[src/rtl/de_pipe_reg_if.sv]
// D/E pipeline register bundle: D-stage inputs, E-stage outputs, and the
// W-stage write port that exists only when DE_PIPE_REG_WFWD_EN is defined.
interface de_pipe_reg_if #(
   parameter int unsigned TNEW_W = 2
);
   logic              stall;
   logic              flush;
   logic [31:0]       IR_D;
   logic [31:0]       PC_D;
   logic [31:0]       RD1_D;
   logic [31:0]       RD2_D;
   logic [31:0]       EXT_D;
   logic [4:0]        A3_D;
   logic [TNEW_W-1:0] Tnew_D;
`ifdef DE_PIPE_REG_WFWD_EN
   logic              WE_W;
   logic [4:0]        WA3_W;
   logic [31:0]       WD_W;
`endif
   logic [31:0]       IR_E;
   logic [31:0]       PC_E;
   logic [31:0]       PC8_E;
   logic [31:0]       RD1_E;
   logic [31:0]       RD2_E;
   logic [31:0]       EXT_E;
   logic [4:0]        A3_E;
   logic [TNEW_W-1:0] Tnew_E;
   logic              valid_E;

   modport master (
`ifdef DE_PIPE_REG_WFWD_EN
      output WE_W, WA3_W, WD_W,
`endif
      output stall, flush, IR_D, PC_D, RD1_D, RD2_D, EXT_D, A3_D, Tnew_D,
      input  IR_E, PC_E, PC8_E, RD1_E, RD2_E, EXT_E, A3_E, Tnew_E, valid_E
   );

   modport slave (
`ifdef DE_PIPE_REG_WFWD_EN
      input  WE_W, WA3_W, WD_W,
`endif
      input  stall, flush, IR_D, PC_D, RD1_D, RD2_D, EXT_D, A3_D, Tnew_D,
      output IR_E, PC_E, PC8_E, RD1_E, RD2_E, EXT_E, A3_E, Tnew_E, valid_E
   );
endinterface

[src/rtl/de_pipe_reg.sv]
// D/E pipeline register: captures decoded D-stage state, inserts bubbles on stall/flush.
// Optional W-stage bypass into RD1/RD2 at capture is enabled by DE_PIPE_REG_WFWD_EN.
module de_pipe_reg #(
   parameter logic [31:0] NOP_IR = 32'h0000_0000,
   parameter int unsigned TNEW_W = 2
) (
   input logic          clk,
   input logic          reset,
   de_pipe_reg_if.slave bus
);
   logic              w_bubble;
   logic [31:0]       w_rd1;
   logic [31:0]       w_rd2;
   logic [TNEW_W-1:0] w_tnew;

   logic [31:0]       r_ir;
   logic [31:0]       r_pc;
   logic [31:0]       r_rd1;
   logic [31:0]       r_rd2;
   logic [31:0]       r_ext;
   logic [4:0]        r_a3;
   logic [TNEW_W-1:0] r_tnew;
   logic              r_valid;

   always_comb begin
      w_bubble = bus.stall | bus.flush;
      w_rd1    = bus.RD1_D;
      w_rd2    = bus.RD2_D;
`ifdef DE_PIPE_REG_WFWD_EN
      if (bus.WE_W && (bus.WA3_W != 5'd0)) begin
         if (bus.WA3_W == bus.IR_D[25:21]) w_rd1 = bus.WD_W;
         if (bus.WA3_W == bus.IR_D[20:16]) w_rd2 = bus.WD_W;
      end
`endif
      // $0 destinations never become forwarding sources
      if ((bus.A3_D == 5'd0) || (bus.Tnew_D == '0)) w_tnew = '0;
      else                                          w_tnew = bus.Tnew_D - TNEW_W'(1);
   end

   always_ff @(posedge clk) begin
      if (!reset) begin
         r_ir    <= NOP_IR;
         r_pc    <= '0;
         r_rd1   <= '0;
         r_rd2   <= '0;
         r_ext   <= '0;
         r_a3    <= '0;
         r_tnew  <= '0;
         r_valid <= 1'b0;
      end else if (w_bubble) begin
         // PC kept only so trace tools can see where the bubble came from
         r_ir    <= NOP_IR;
         r_pc    <= bus.PC_D;
         r_rd1   <= '0;
         r_rd2   <= '0;
         r_ext   <= '0;
         r_a3    <= '0;
         r_tnew  <= '0;
         r_valid <= 1'b0;
      end else begin
         r_ir    <= bus.IR_D;
         r_pc    <= bus.PC_D;
         r_rd1   <= w_rd1;
         r_rd2   <= w_rd2;
         r_ext   <= bus.EXT_D;
         r_a3    <= bus.A3_D;
         r_tnew  <= w_tnew;
         r_valid <= 1'b1;
      end
   end

   assign bus.IR_E    = r_ir;
   assign bus.PC_E    = r_pc;
   assign bus.PC8_E   = r_pc + 32'd8;
   assign bus.RD1_E   = r_rd1;
   assign bus.RD2_E   = r_rd2;
   assign bus.EXT_E   = r_ext;
   assign bus.A3_E    = r_a3;
   assign bus.Tnew_E  = r_tnew;
   assign bus.valid_E = r_valid;
endmodule

[src/flat_wrapper.sv]
// flat-port wrapper written by rule: the top's interface ports become plain ports
module de_pipe_reg_flat 
#(
   parameter logic [31:0] NOP_IR = 32'h0000_0000,
   parameter int unsigned TNEW_W = 2
)
  (clk, reset, bus_stall, bus_flush, bus_IR_D, bus_PC_D, bus_RD1_D, bus_RD2_D, bus_EXT_D, bus_A3_D, bus_Tnew_D, bus_IR_E, bus_PC_E, bus_PC8_E, bus_RD1_E, bus_RD2_E, bus_EXT_E, bus_A3_E, bus_Tnew_E, bus_valid_E);
  de_pipe_reg_if #(.TNEW_W(TNEW_W)) bus_i ();
  input logic clk;
  input logic reset;
  input wire logic [$bits(bus_i.stall)-1:0] bus_stall;
  input wire logic [$bits(bus_i.flush)-1:0] bus_flush;
  input wire logic [$bits(bus_i.IR_D)-1:0] bus_IR_D;
  input wire logic [$bits(bus_i.PC_D)-1:0] bus_PC_D;
  input wire logic [$bits(bus_i.RD1_D)-1:0] bus_RD1_D;
  input wire logic [$bits(bus_i.RD2_D)-1:0] bus_RD2_D;
  input wire logic [$bits(bus_i.EXT_D)-1:0] bus_EXT_D;
  input wire logic [$bits(bus_i.A3_D)-1:0] bus_A3_D;
  input wire logic [$bits(bus_i.Tnew_D)-1:0] bus_Tnew_D;
  output wire logic [$bits(bus_i.IR_E)-1:0] bus_IR_E;
  output wire logic [$bits(bus_i.PC_E)-1:0] bus_PC_E;
  output wire logic [$bits(bus_i.PC8_E)-1:0] bus_PC8_E;
  output wire logic [$bits(bus_i.RD1_E)-1:0] bus_RD1_E;
  output wire logic [$bits(bus_i.RD2_E)-1:0] bus_RD2_E;
  output wire logic [$bits(bus_i.EXT_E)-1:0] bus_EXT_E;
  output wire logic [$bits(bus_i.A3_E)-1:0] bus_A3_E;
  output wire logic [$bits(bus_i.Tnew_E)-1:0] bus_Tnew_E;
  output wire logic [$bits(bus_i.valid_E)-1:0] bus_valid_E;
  assign bus_i.stall = bus_stall;
  assign bus_i.flush = bus_flush;
  assign bus_i.IR_D = bus_IR_D;
  assign bus_i.PC_D = bus_PC_D;
  assign bus_i.RD1_D = bus_RD1_D;
  assign bus_i.RD2_D = bus_RD2_D;
  assign bus_i.EXT_D = bus_EXT_D;
  assign bus_i.A3_D = bus_A3_D;
  assign bus_i.Tnew_D = bus_Tnew_D;
  assign bus_IR_E = bus_i.IR_E;
  assign bus_PC_E = bus_i.PC_E;
  assign bus_PC8_E = bus_i.PC8_E;
  assign bus_RD1_E = bus_i.RD1_E;
  assign bus_RD2_E = bus_i.RD2_E;
  assign bus_EXT_E = bus_i.EXT_E;
  assign bus_A3_E = bus_i.A3_E;
  assign bus_Tnew_E = bus_i.Tnew_E;
  assign bus_valid_E = bus_i.valid_E;
  de_pipe_reg #(.NOP_IR(NOP_IR), .TNEW_W(TNEW_W)) u_core (.clk(clk), .reset(reset), .bus(bus_i));
endmodule
[config.mk]
export PLATFORM = sky130hd
export DESIGN_NAME = de_pipe_reg_flat
export DESIGN_NICKNAME = d
export VERILOG_FILES = /design/src/rtl/de_pipe_reg_if.sv /design/src/rtl/de_pipe_reg.sv /design/src/flat_wrapper.sv
export SDC_FILE = /design/constraint.sdc
export NUM_CORES = 1
export LEC_CHECK = 0
export BUFFER_PORTS_ARGS = -buffer_cell sky130_fd_sc_hd__buf_2
export CORE_AREA = 2 2 142 144
export DETAILED_ROUTE_END_ITERATION = 6
export DIE_AREA = 0 0 144 146
export PLACE_DENSITY_LB_ADDON = 0.25
export SLEW_MARGIN = 20
export SYNTH_ARGS = -nofsm -noshare
export SYNTH_HDL_FRONTEND = slang
export SYNTH_SLANG_ARGS = --single-unit
[constraint.sdc]
create_clock -name clk -period 1.32 [get_ports clk]
set_input_delay 0 -clock clk [delete_from_list [all_inputs] [get_ports clk]]
set_output_delay 0 -clock clk [all_outputs]
set_load 0.01 [all_outputs]
==> results_dict.tcl <==
set metrics [dict create \
    firstDrtPassIters 4 \
    grt_pass1_wl_um 26000 \
    synth_ff_type "dfxtp_1" \
    timing.final.hold_violations 0 \
    grt_pass1_vias 5182 \
    crit_type "flop to primary output" \
    fmax_mhz 563 \
    cp_data_required_time_ns 1.32 \
    dp_slack_ns -0.0910 \
    min_period_ns 1.77 \
    ys_seq_area_share_pct 65.2 \
    period_share_pct 134 \
    die_w_um 144 \
    clk_path_buf_depth 2 \
    hold_path_depth 4 \
    drv_cap 0 \
    initial_core_util_pct 26.7 \
    synth_compound_area_share_pct 0.145 \
    finalNetCount 1201 \
    failed_checks "negative setup slack" \
    yosys.area.top_type "dfxtp_1" \
    core_um2 19300 \
    crit_path_top_delay_cell "dfxtp_2" \
    grt_max_degree 45 \
    synthSimpleGateAreaFrac_pct 27.1 \
    clk_pin_slew_worst_paths_ns 0.07 \
    ys_top_cells_by_count "dfxtp_1 (168), and2_1 (166), xnor2_1 (21)" \
    synthMuxAreaShare_pct 0 \
    synth.area.top_cells "dfxtp_1 (65%), and2_1 (20%), xnor2_1 (3.6%)" \
    dp.cells 1101 \
    power_density_nw_per_um2 1180 \
    cts_sinks 168 \
    layout-drive-gt1-share_pct 47.1 \
    synth_top_family_by_area "simple AND/OR/NAND/NOR gates" \
    p_leak_nw 5.12 \
    synth_fa_ha_area_share_pct 0.485 \
    cp_data_arrival_time_ns 1.77 \
    synth_fp_nets 619 \
    grt-ovfl-total 0 \
    cpPeakStageDelay_ns 0.35 \
    post-route-util_pct 52.5 \
    io_pins 371 \
    worst_slew_pin_slew_ns 0.339 \
    worstPathMaxFanout 8 \
    grt_usage_pct 16.0 \
    hpwl_um 12000 \
    worst_slack_ns -0.455 \
    synth_edf_count 0 \
    slew_headroom_pct 77.2 \
    drc 0 \
    clockRootBuffer "clkbuf_16" \
    crit_path_end_kind "primary output" \
    gp_congestion 0.803 \
    antenna_found_initial 1 \
    finalSetupViolations 26 \
    numCtsBuffers 17 \
    die-height_um 146 \
    layoutNonFillerInstCount 1307 \
    area_delta_synth_final_pct 96.6 \
    yosys.cell_count.top_type "dfxtp_1" \
    dieArea_um2 21000 \
    peakVddDrop_uv 833 \
    synthesis.area_um2 5160 \
    num_vias 5108 \
    cts_htree_levels 4 \
    yosysUniqueCellTypes 25 \
    syn_avg_cell_area_um2 11.6 \
    setup-tns-final_ns -9.08 \
    wirelength_um 17400 \
    async_flop_share_pct 0 \
    vias_per_cell 3.91 \
    ys_ff_latch 168 \
    placed_cell_area_um2 7670 \
    start_kind "flop" \
    rows 51 \
    yosysWarnings 0 \
    drt_iter0_drc 111 \
    syn-instance-count 446 \
    cts_tree "done" \
    yosysTopAreaCellShare_pct 65.2 \
    port_buffers 370 \
    ant_nets 0 \
    finalMaxSlewViolations 0 \
    synthXorXnorAreaFrac_pct 4.58 \
    wl_per_cell_um 13.3 \
    hold_class "input port to flop" \
    cp_cell_sequence "nand4_4 -> buf_6 -> nor2_4 -> and3_2 -> xor2_1 -> buf_2" \
    power_mw 12.0 \
    stdcell_area_um2 10100 \
    hold_ws_ns 0.00223 \
    status "finished with violations" \
    grt_setup_unrepaired "true" \
]
critical path: cells and delay by family (launching register included):
family | cells | cell delay [ns]
and+or+nand+nor | 3 | 0.56
buffers and inverters | 2 | 0.33
xor gates and xnor gates | 1 | 0.13
DFF | 1 | 0.35
layout make-up:
type / instances / area [um2]
Fill cell: 1741 / 9190
Timing Repair Buffer: 584 / 3950
Sequential cell: 168 / 3380
Multi-Input combinational cell: 250 / 1820
Clock buffer: 17 / 425
Tap cell: 265 / 332
Clock inverter: 15 / 208
Inverter: 7 / 26.3
Antenna cell: 1 / 2.50
state kept, by name (all words and copies together) (netlist names):
name / flops
u_core.bus.IR_E: 32
u_core.bus.PC_E: 32
u_core.bus.EXT_E: 32
u_core.bus.A3_E: 5
u_core.bus.valid_E: 1
u_core.bus.Tnew_E: 2
u_core.bus.RD2_E: 32
u_core.bus.RD1_E: 32
cell families after synthesis:
logic type,count (synthesis)
and+or+nand+nor,220
xor gates and xnor gates,27
DFF,168
adders and majority gates,2
buffers and inverters,28
AOI/OAI and AO/OA,1
cell usage in the layout, fill, tap and decap left out, drive strengths merged:
master	netlist	layout
dfxtp	168	168
nor4	3	3
xor2	6	6
buf	5	415
nor2	10	10
bufinv	0	3
and2	166	166
inv	7	14
xnor2	21	21
clkinvlp	0	3
ha	2	2
nand3	12	12
o211ai	1	1
clkinv	0	2
dlygate4sd3	0	169
nor3b	2	2
or4	1	1
nand2	7	7
clkbuf	16	17
nor3	4	4
and3	3	3
nand4	12	12
diode	0	1
path summary, 6_finish.rpt:
check | startpoint | end | slack [ns]
worst max-delay path | u_core.bus.PC_E[7] | bus_PC8_E[13] | -0.45
worst min-delay path | bus_A3_D[0] | u_core.bus.Tnew_E[1] | 0.002
where the power goes:
group / switching (mW) / total [mW] / internal (mW)
Combinational: 0.505 / 1.34 / 0.835
Clock: 2.25 / 5.32 / 3.07
Sequential: 0.0678 / 5.30 / 5.23
metal layers:
metal / GRT usage (%) / wire (um)
met5: 0 / 0
met4: 6.23 / 470
met3: 6.42 / 1530
met2: 28.4 / 8630
met1: 16.6 / 6780
what timing repair did:
item | 4_1_cts | 5_1_grt
setup buffers | 2 | 2
endpoints found under the hold margin | 168 | 4
pin swaps | 13 | 13
resized for setup | 20 | 10
hold buffers | 169 | 4
endpoints found under the setup margin | 27 | 28
Note: power is estimated with default switching activity, not from simulation.
